**src/rtl/viterbi_frame_scheduler.sv**
```systemverilog
// Shares one serial Viterbi decoder between two requesters: round-robin grant, symbol load, start, bit drain into bytes.
// Symbol path and read_ack are combinational; the byte stream holds while out_ready is low and stalls decoder draining.
module viterbi_frame_scheduler #(
  parameter int MAX_FRAME = 64,
  parameter int TIMEOUT   = 1023
) (
  input  logic       clk,
  input  logic       rst_n,
  input  logic [1:0] req,
  output logic [1:0] gnt,
  input  logic       in_valid,
  input  logic [1:0] in_sym,
  input  logic       in_last,
  output logic       in_ready,
  output logic       out_valid,
  output logic [7:0] out_byte,
  output logic [3:0] out_nbits,
  output logic       out_last,
  output logic       out_owner,
  input  logic       out_ready,
  output logic       dec_rx_valid,
  output logic [1:0] dec_rx_sym,
  output logic       dec_start,
  output logic       dec_read_ack,
  output logic       dec_rst_n,
  input  logic       dec_rx_ready,
  input  logic       dec_out_valid,
  input  logic       dec_out_bit,
  input  logic       dec_busy,
  input  logic       dec_frame_done,
  output logic       err_trunc,
  output logic       err_timeout
);
  localparam int SCW = $clog2(MAX_FRAME + 1);
  localparam int WDW = $clog2(TIMEOUT + 1);

  typedef enum logic [2:0] {IDLE, LOAD, START, WAIT, DRAIN, RELEASE, REL_WAIT} state_t;
  state_t state, state_nxt;

  logic [1:0]     gnt_r;
  logic           owner, ptr;
  logic [SCW-1:0] sym_cnt;
  logic [WDW-1:0] wd_cnt;
  logic [1:0]     wd_rst_cnt;
  logic [7:0]     pack;
  logic [3:0]     bit_cnt;
  logic           ov, last_r;

  logic ready_c, accept, trunc_hit, progress, timeout_hit, wd_rst;
  logic pack_full, done_only, capture, hs, last_c, pick1, rel_ok;

  always_comb begin
    ready_c     = (state == LOAD) && dec_rx_ready && (sym_cnt < SCW'(MAX_FRAME));
    accept      = in_valid && ready_c;
    trunc_hit   = accept && !in_last && (sym_cnt == SCW'(MAX_FRAME - 1));
    progress    = dec_out_valid || dec_frame_done;
    timeout_hit = (state == WAIT) && !progress && (wd_cnt == WDW'(TIMEOUT - 1));
    wd_rst      = (wd_rst_cnt != 2'd0);
    pack_full   = (bit_cnt == 4'd8);
    done_only   = dec_frame_done && !dec_out_valid;
    capture     = (state == DRAIN) && dec_out_valid && !pack_full && !ov;
    hs          = (state == DRAIN) && ov && out_ready;
    // A full byte becomes the frame's last once the decoder reports done with nothing left.
    last_c      = last_r || (ov && done_only);
    pick1       = req[1] && (!req[0] || ptr);
    rel_ok      = dec_rx_ready && !dec_busy && !wd_rst;
  end

  always_ff @(posedge clk) begin
    if (!rst_n) state <= IDLE;
    else        state <= state_nxt;
  end

  always_comb begin
    state_nxt = state;
    unique case (state)
      IDLE:     if (|req) state_nxt = LOAD;
      LOAD:     if (accept && (in_last || sym_cnt == SCW'(MAX_FRAME - 1))) state_nxt = START;
      START:    state_nxt = WAIT;
      WAIT:     if (progress) state_nxt = DRAIN;
                else if (timeout_hit) state_nxt = REL_WAIT;
      DRAIN:    if ((hs && last_c) || (!ov && bit_cnt == 4'd0 && done_only)) state_nxt = RELEASE;
      RELEASE:  state_nxt = REL_WAIT;
      REL_WAIT: if (rel_ok) state_nxt = IDLE;
      default:  state_nxt = IDLE;
    endcase
  end

  always_comb begin
    gnt          = gnt_r;
    in_ready     = ready_c;
    dec_rx_valid = accept;
    dec_rx_sym   = (state == LOAD) ? in_sym : 2'b00;
    dec_start    = (state == START) || (state == RELEASE);
    dec_read_ack = capture;
    dec_rst_n    = rst_n && !wd_rst;
    out_valid    = ov;
    out_byte     = pack;
    out_nbits    = ov ? bit_cnt : 4'd0;
    out_last     = ov && last_c;
    out_owner    = owner;
    err_trunc    = trunc_hit;
    err_timeout  = timeout_hit;
  end

  always_ff @(posedge clk) begin
    if (!rst_n) begin
      gnt_r      <= 2'b00;
      owner      <= 1'b0;
      ptr        <= 1'b0;
      sym_cnt    <= '0;
      wd_cnt     <= '0;
      wd_rst_cnt <= 2'd0;
      pack       <= 8'd0;
      bit_cnt    <= 4'd0;
      ov         <= 1'b0;
      last_r     <= 1'b0;
    end else begin
      if (state == IDLE && |req) begin
        gnt_r   <= pick1 ? 2'b10 : 2'b01;
        owner   <= pick1;
        sym_cnt <= '0;
      end
      if (accept) sym_cnt <= sym_cnt + 1'b1;

      if (state == START)     wd_cnt <= '0;
      else if (state == WAIT) wd_cnt <= wd_cnt + 1'b1;
      if (timeout_hit)        wd_rst_cnt <= 2'd2;
      else if (wd_rst)        wd_rst_cnt <= wd_rst_cnt - 1'b1;

      if (capture) begin
        pack[bit_cnt[2:0]] <= dec_out_bit;
        bit_cnt            <= bit_cnt + 1'b1;
        if (bit_cnt == 4'd7) ov <= 1'b1;
      end else if (state == DRAIN && !ov && bit_cnt != 4'd0 && done_only) begin
        ov     <= 1'b1;
        last_r <= 1'b1;
      end
      // Latch the last flag so it stays put while the consumer stalls.
      if (state == DRAIN && ov && done_only) last_r <= 1'b1;
      if (hs || timeout_hit) begin
        pack    <= 8'd0;
        bit_cnt <= 4'd0;
        ov      <= 1'b0;
        last_r  <= 1'b0;
      end

      if (state == REL_WAIT && rel_ok) begin
        gnt_r <= 2'b00;
        ptr   <= !owner;
      end
    end
  end
endmodule
```
**config.mk**
```make
export PLATFORM = sky130hd
export DESIGN_NAME = viterbi_frame_scheduler
export DESIGN_NICKNAME = d
export VERILOG_FILES = /design/src/rtl/viterbi_frame_scheduler.sv
export SDC_FILE = /design/constraint.sdc
export NUM_CORES = 1
export LEC_CHECK = 0
export ABC_AREA = 0
export CAP_MARGIN = 10
export CORE_UTILIZATION = 51
export DETAILED_ROUTE_END_ITERATION = 7
export PLACE_DENSITY = 0.79
export SYNTH_ARGS = -nofsm -noshare
export SYNTH_HDL_FRONTEND = slang
export SYNTH_SLANG_ARGS = --single-unit
export TNS_END_PERCENT = 10
```
**constraint.sdc**
```tcl
create_clock -name clk -period 2.1 [get_ports clk]
set_input_delay 0.42 -clock clk [delete_from_list [all_inputs] [get_ports clk]]
set_output_delay 0.42 -clock clk [all_outputs]
set_load 0.02 [all_outputs]
```
==> impl_summary.md <==
Clocking
After clock tree synthesis, the clock-pin slew on the worst setup and hold paths is 70 ps. The source-to-sink clock delay at the later pin of the worst-skew pair is 290 ps. The number of sinks driven by the clock tree is 40. The number of buffers on the longest clock path is 2. The number of hold buffers added after CTS was 0. The number of H-tree levels is 2.

The cell sitting at the root of the clock tree is a clkbuf_8. The total clock buffers created by CTS is 5. The clock tree from TritonCTS is built.

Worst setup path
The biggest cell delay along the critical path is 480 ps. The worst setup path is captured at an output port. The worst reg-to-reg path cell count is 8. By startpoint and endpoint, the worst setup path is classified as input port to output port.

The largest fanout of any net on the critical path is 2. The element type at the critical path start is an input port. Counting both buffers and inverters, the worst setup path holds a total of 2. The cell with the largest stage delay on the worst path is clkdlybuf4s50_1. The data arrival at the endpoint of the critical path is 1620 ps. The critical path runs through a total of 6 cells.

Traced cell by cell, the critical path runs through clkdlybuf4s50_1 > nand3_2 > nor2_4 > nand3_2 > nor3_2 > buf_4. The cell family contributing the most delay on the critical path is buffers and inverters. The required time reported for the critical path endpoint is 1680 ps. The cell occurring most often along the worst timing path is nand3_2.

Floorplan
The starting utilization of the core area is 54.5%. Measured along the y axis, the die boundary spans 65.5 um. The die outline area is 4290 um2. The number of ports placed on the die boundary is 40. The number of core rows is 22. The die is 65.5 um wide. The total area inside the core boundary comes to 3770 um2.

Detailed routing
The detailed router placed 1900 vias in this run. The final routed wire length divided by cell count is 12.7 um. The average via count per standard cell is 5.29.

The total detailed-routing wirelength is 4570 um. The remaining antenna violation count is 0. The total DRC errors in the routed layout is 0. The DRC marker count from the first detailed-route iteration is 81. The first detailed-routing pass ran for 4 iterations.

Timing
The final count of negative-setup-slack endpoints is 0. Measured against its own limit, the worst slew margin works out to 75.2%. The final setup skew is 8.22 ps. Setup slack on the critical path of the routed design comes to 62.3 ps.

The routed design could run at a clock period as short as 2040 ps. The number of failing hold endpoints at the final stage is 0. Based on the critical path, the design can be clocked at up to 491 MHz. The number of slew-limit violations in the final report is 0. The post-route fraction of the period consumed by the critical path is 97.0%. The slew at the pin closest to its max-slew limit is 372 ps. The total negative setup slack is 0 ps.

Placed design
The wire-length estimate of the detail-placed layout is 3260 um. The weighted congestion reported at the end of routability-driven placement is 0.824. The placement-stage worst setup slack is -515 ps. The number of buffers added on ports is 39.

The cell area after placement is 2670 um2.

Yosys
The synthesized netlist contains 46 unique library cells. The most common cell in the netlist is dfxtp_1. Counting every net in the synthesized netlist gives 263.

Yosys printed 0 warnings. The gate count of the mapped netlist is 244. In this run, synthesis produced a sequential element count of 40. After synthesis, the cell types taking the most area are dfxtp_1 (39%), nor2_1 (5.3%), nand2_1 (3.8%). The register area share after synthesis is 38.9%. Summed over all instances, the cell type with the most area after synthesis is dfxtp_1. The most used flip-flop cell after synthesis is dfxtp_1.

After synthesis, the share of flip-flops with an asynchronous set or reset is 0%. In this run the biggest area consumer among cell types represents 38.9% of the synthesized area. Counting instances in the post-synthesis netlist gives the leading cell types as dfxtp_1 (40), nor2_1 (29), nand2_1 (21), nand3_1 (13), a21oi_1 (12). The mean cell area of the mapped netlist is 8.43 um2.

Counting flops with a built-in enable in the synthesized netlist gives 0. The cell area after technology mapping is 2060 um2.

Power
The analysis attributes to cell leakage a power of 1.19 nW. After layout, the design draws a total of 1.84 mW. The part of the power in registers is 43.6%. The power share of the combinational group is 23.0%. The switching part of the total is 27.1%.

The relative contribution of the clock network to total power is 33.4%. The design internal power is 1.34 mW. IR analysis of the VDD net gives a maximum drop of 0.627 mV. The power density over cell area is 654 nW/um2.

The net switching power figure is 0.498 mW.

Status
The run finished with clean final reports.

Global routing
The number of global-route vias before repair is 1725. The number of antenna violations at the first check in global routing was 0. The largest net degree at the start of global routing is 20. The overall track demand over capacity in global routing is 22.3%. For this run the aggregate overflow at the end of global routing stands at 0. The global-route wire length before repair is 7330 um.

Cells and area
From synthesis to final layout, the design area changed by 36.6%. For this run, the share of the core covered by cells in the final layout is 74.5%. The share of post-route cells with drive strength above 1 is 19.3%.

Counting the fill cells in the layout gives 294. The layout net count is 329. The final standard cell area without fillers is 2810 um2. The repair_antennas step left the layout with diodes totalling 0.

Job
Max-cap violations in this run came to 0.

Hold path
The path type of the worst min-delay path is flop to flop. Along the worst hold path, the cell count comes to 2.
[power groups by stage]
stage               sequential, mW  clock (mW)  combinational (mW)
CTS                          0.801       0.617               0.420
global route                 0.803       0.655               0.464
global placement             0.817           0               0.420
detailed placement           0.819           0               0.430
finish                       0.800       0.613               0.423
floorplan                    0.835           0               0.235
[cells by family (layout without fill, tap and decap cells)]
family | count (synthesis) | in the layout | share of synthesized area (%)
XOR/XNOR | 10 | 10 | 4.26
adder cells (fa/ha/maj) | 5 | 5 | 3.04
buffers and inverters | 20 | 87 | 4.99
AO/OA/AOI/OAI | 41 | 41 | 13.4
flip-flops | 40 | 40 | 38.9
multiplexers | 7 | 7 | 3.41
AND/OR/NAND/NOR | 121 | 121 | 32.0
[layout make-up]
| cell class | count | area, um2 | area share [%] |
|---|---|---|---|
| Inverter | 7 | 26.3 | 0.935 |
| Sequential cell | 40 | 802 | 28.6 |
| Multi-Input combinational cell | 184 | 1190 | 42.4 |
| Clock inverter | 2 | 35.0 | 1.25 |
| Tap cell | 48 | 60.1 | 2.14 |
| Clock buffer | 6 | 72.6 | 2.58 |
| Timing Repair Buffer | 72 | 622 | 22.1 |
[registers in the layout (all words and copies together) (netlist names)]
name,flops
wd_cnt,10
out_byte,8
sym_cnt,7
bit_cnt,4
state,3
gnt,2
wd_rst_cnt,2
last_r,1
out_owner,1
out_valid,1
ptr,1
[per-layer routing]
layer | track usage, % | routed length [um] | vias to the layer above
met3 | 6.08 | 202 | 6
met5 | 0 | 0 | -
met1 | 24.9 | 1980 | 879
met2 | 40.7 | 2340 | 41
met4 | 6.52 | 44 | 0
li1 | - | - | 974
[cell usage in the layout, fill, tap and decap left out, types with 3 or more instances in the layout]
| master | instances |
|---|---|
| a21boi_0 | 5 |
| a21oi_1 | 12 |
| a31oi_1 | 3 |
| and2_1 | 9 |
| and3_1 | 4 |
| buf_4 | 34 |
| clkbuf_8 | 5 |
| clkdlybuf4s50_1 | 28 |
| dfxtp_1 | 39 |
| dlygate4sd2_1 | 6 |
| ha_1 | 5 |
| inv_1 | 7 |
| mux2i_1 | 7 |
| nand2_1 | 21 |
| nand2b_1 | 3 |
| nand3_1 | 11 |
| nand3b_1 | 4 |
| nand4_1 | 3 |
| nor2_1 | 28 |
| nor2b_1 | 6 |
| nor3_1 | 6 |
| nor3b_1 | 5 |
| o211a_1 | 3 |
| o21ai_0 | 8 |
| or3_1 | 3 |
| xnor2_1 | 6 |
| xor2_1 | 4 |
[metrics by stage]
step / hold WS (ps) / std cells
floorplan: 444 / 244
global placement: 446 / 350
CTS: 471 / 358
detailed placement: 461 / 350
finish: 463 / 359
global route: 480 / 359
[path summary, 6_finish.rpt]
check                                 from   endpoint  slack, ps
worst min-delay path                gnt[1]     gnt[1]        460
worst max-delay path              in_valid  err_trunc         60
worst max register to register  bit_cnt[1]   state[2]        190
worst min register to register      gnt[1]     gnt[1]        460
[timing repair]
action                                  CTS  global route
pin swaps                                 1             3
gates resized for setup                  20            12
endpoints found under the setup margin   10             9
buffers inserted                          0             1
[worst register-to-register path: stages, from the launching register on]
cell      delay, ps
dfxtp_1         310
inv_1            90
ha_1            160
or3b_1          410
nor3b_1         240
o32a_2          240
o221ai_2        110
buf_4           150
o21bai_1        130
(Power assumes the default switching activity.)
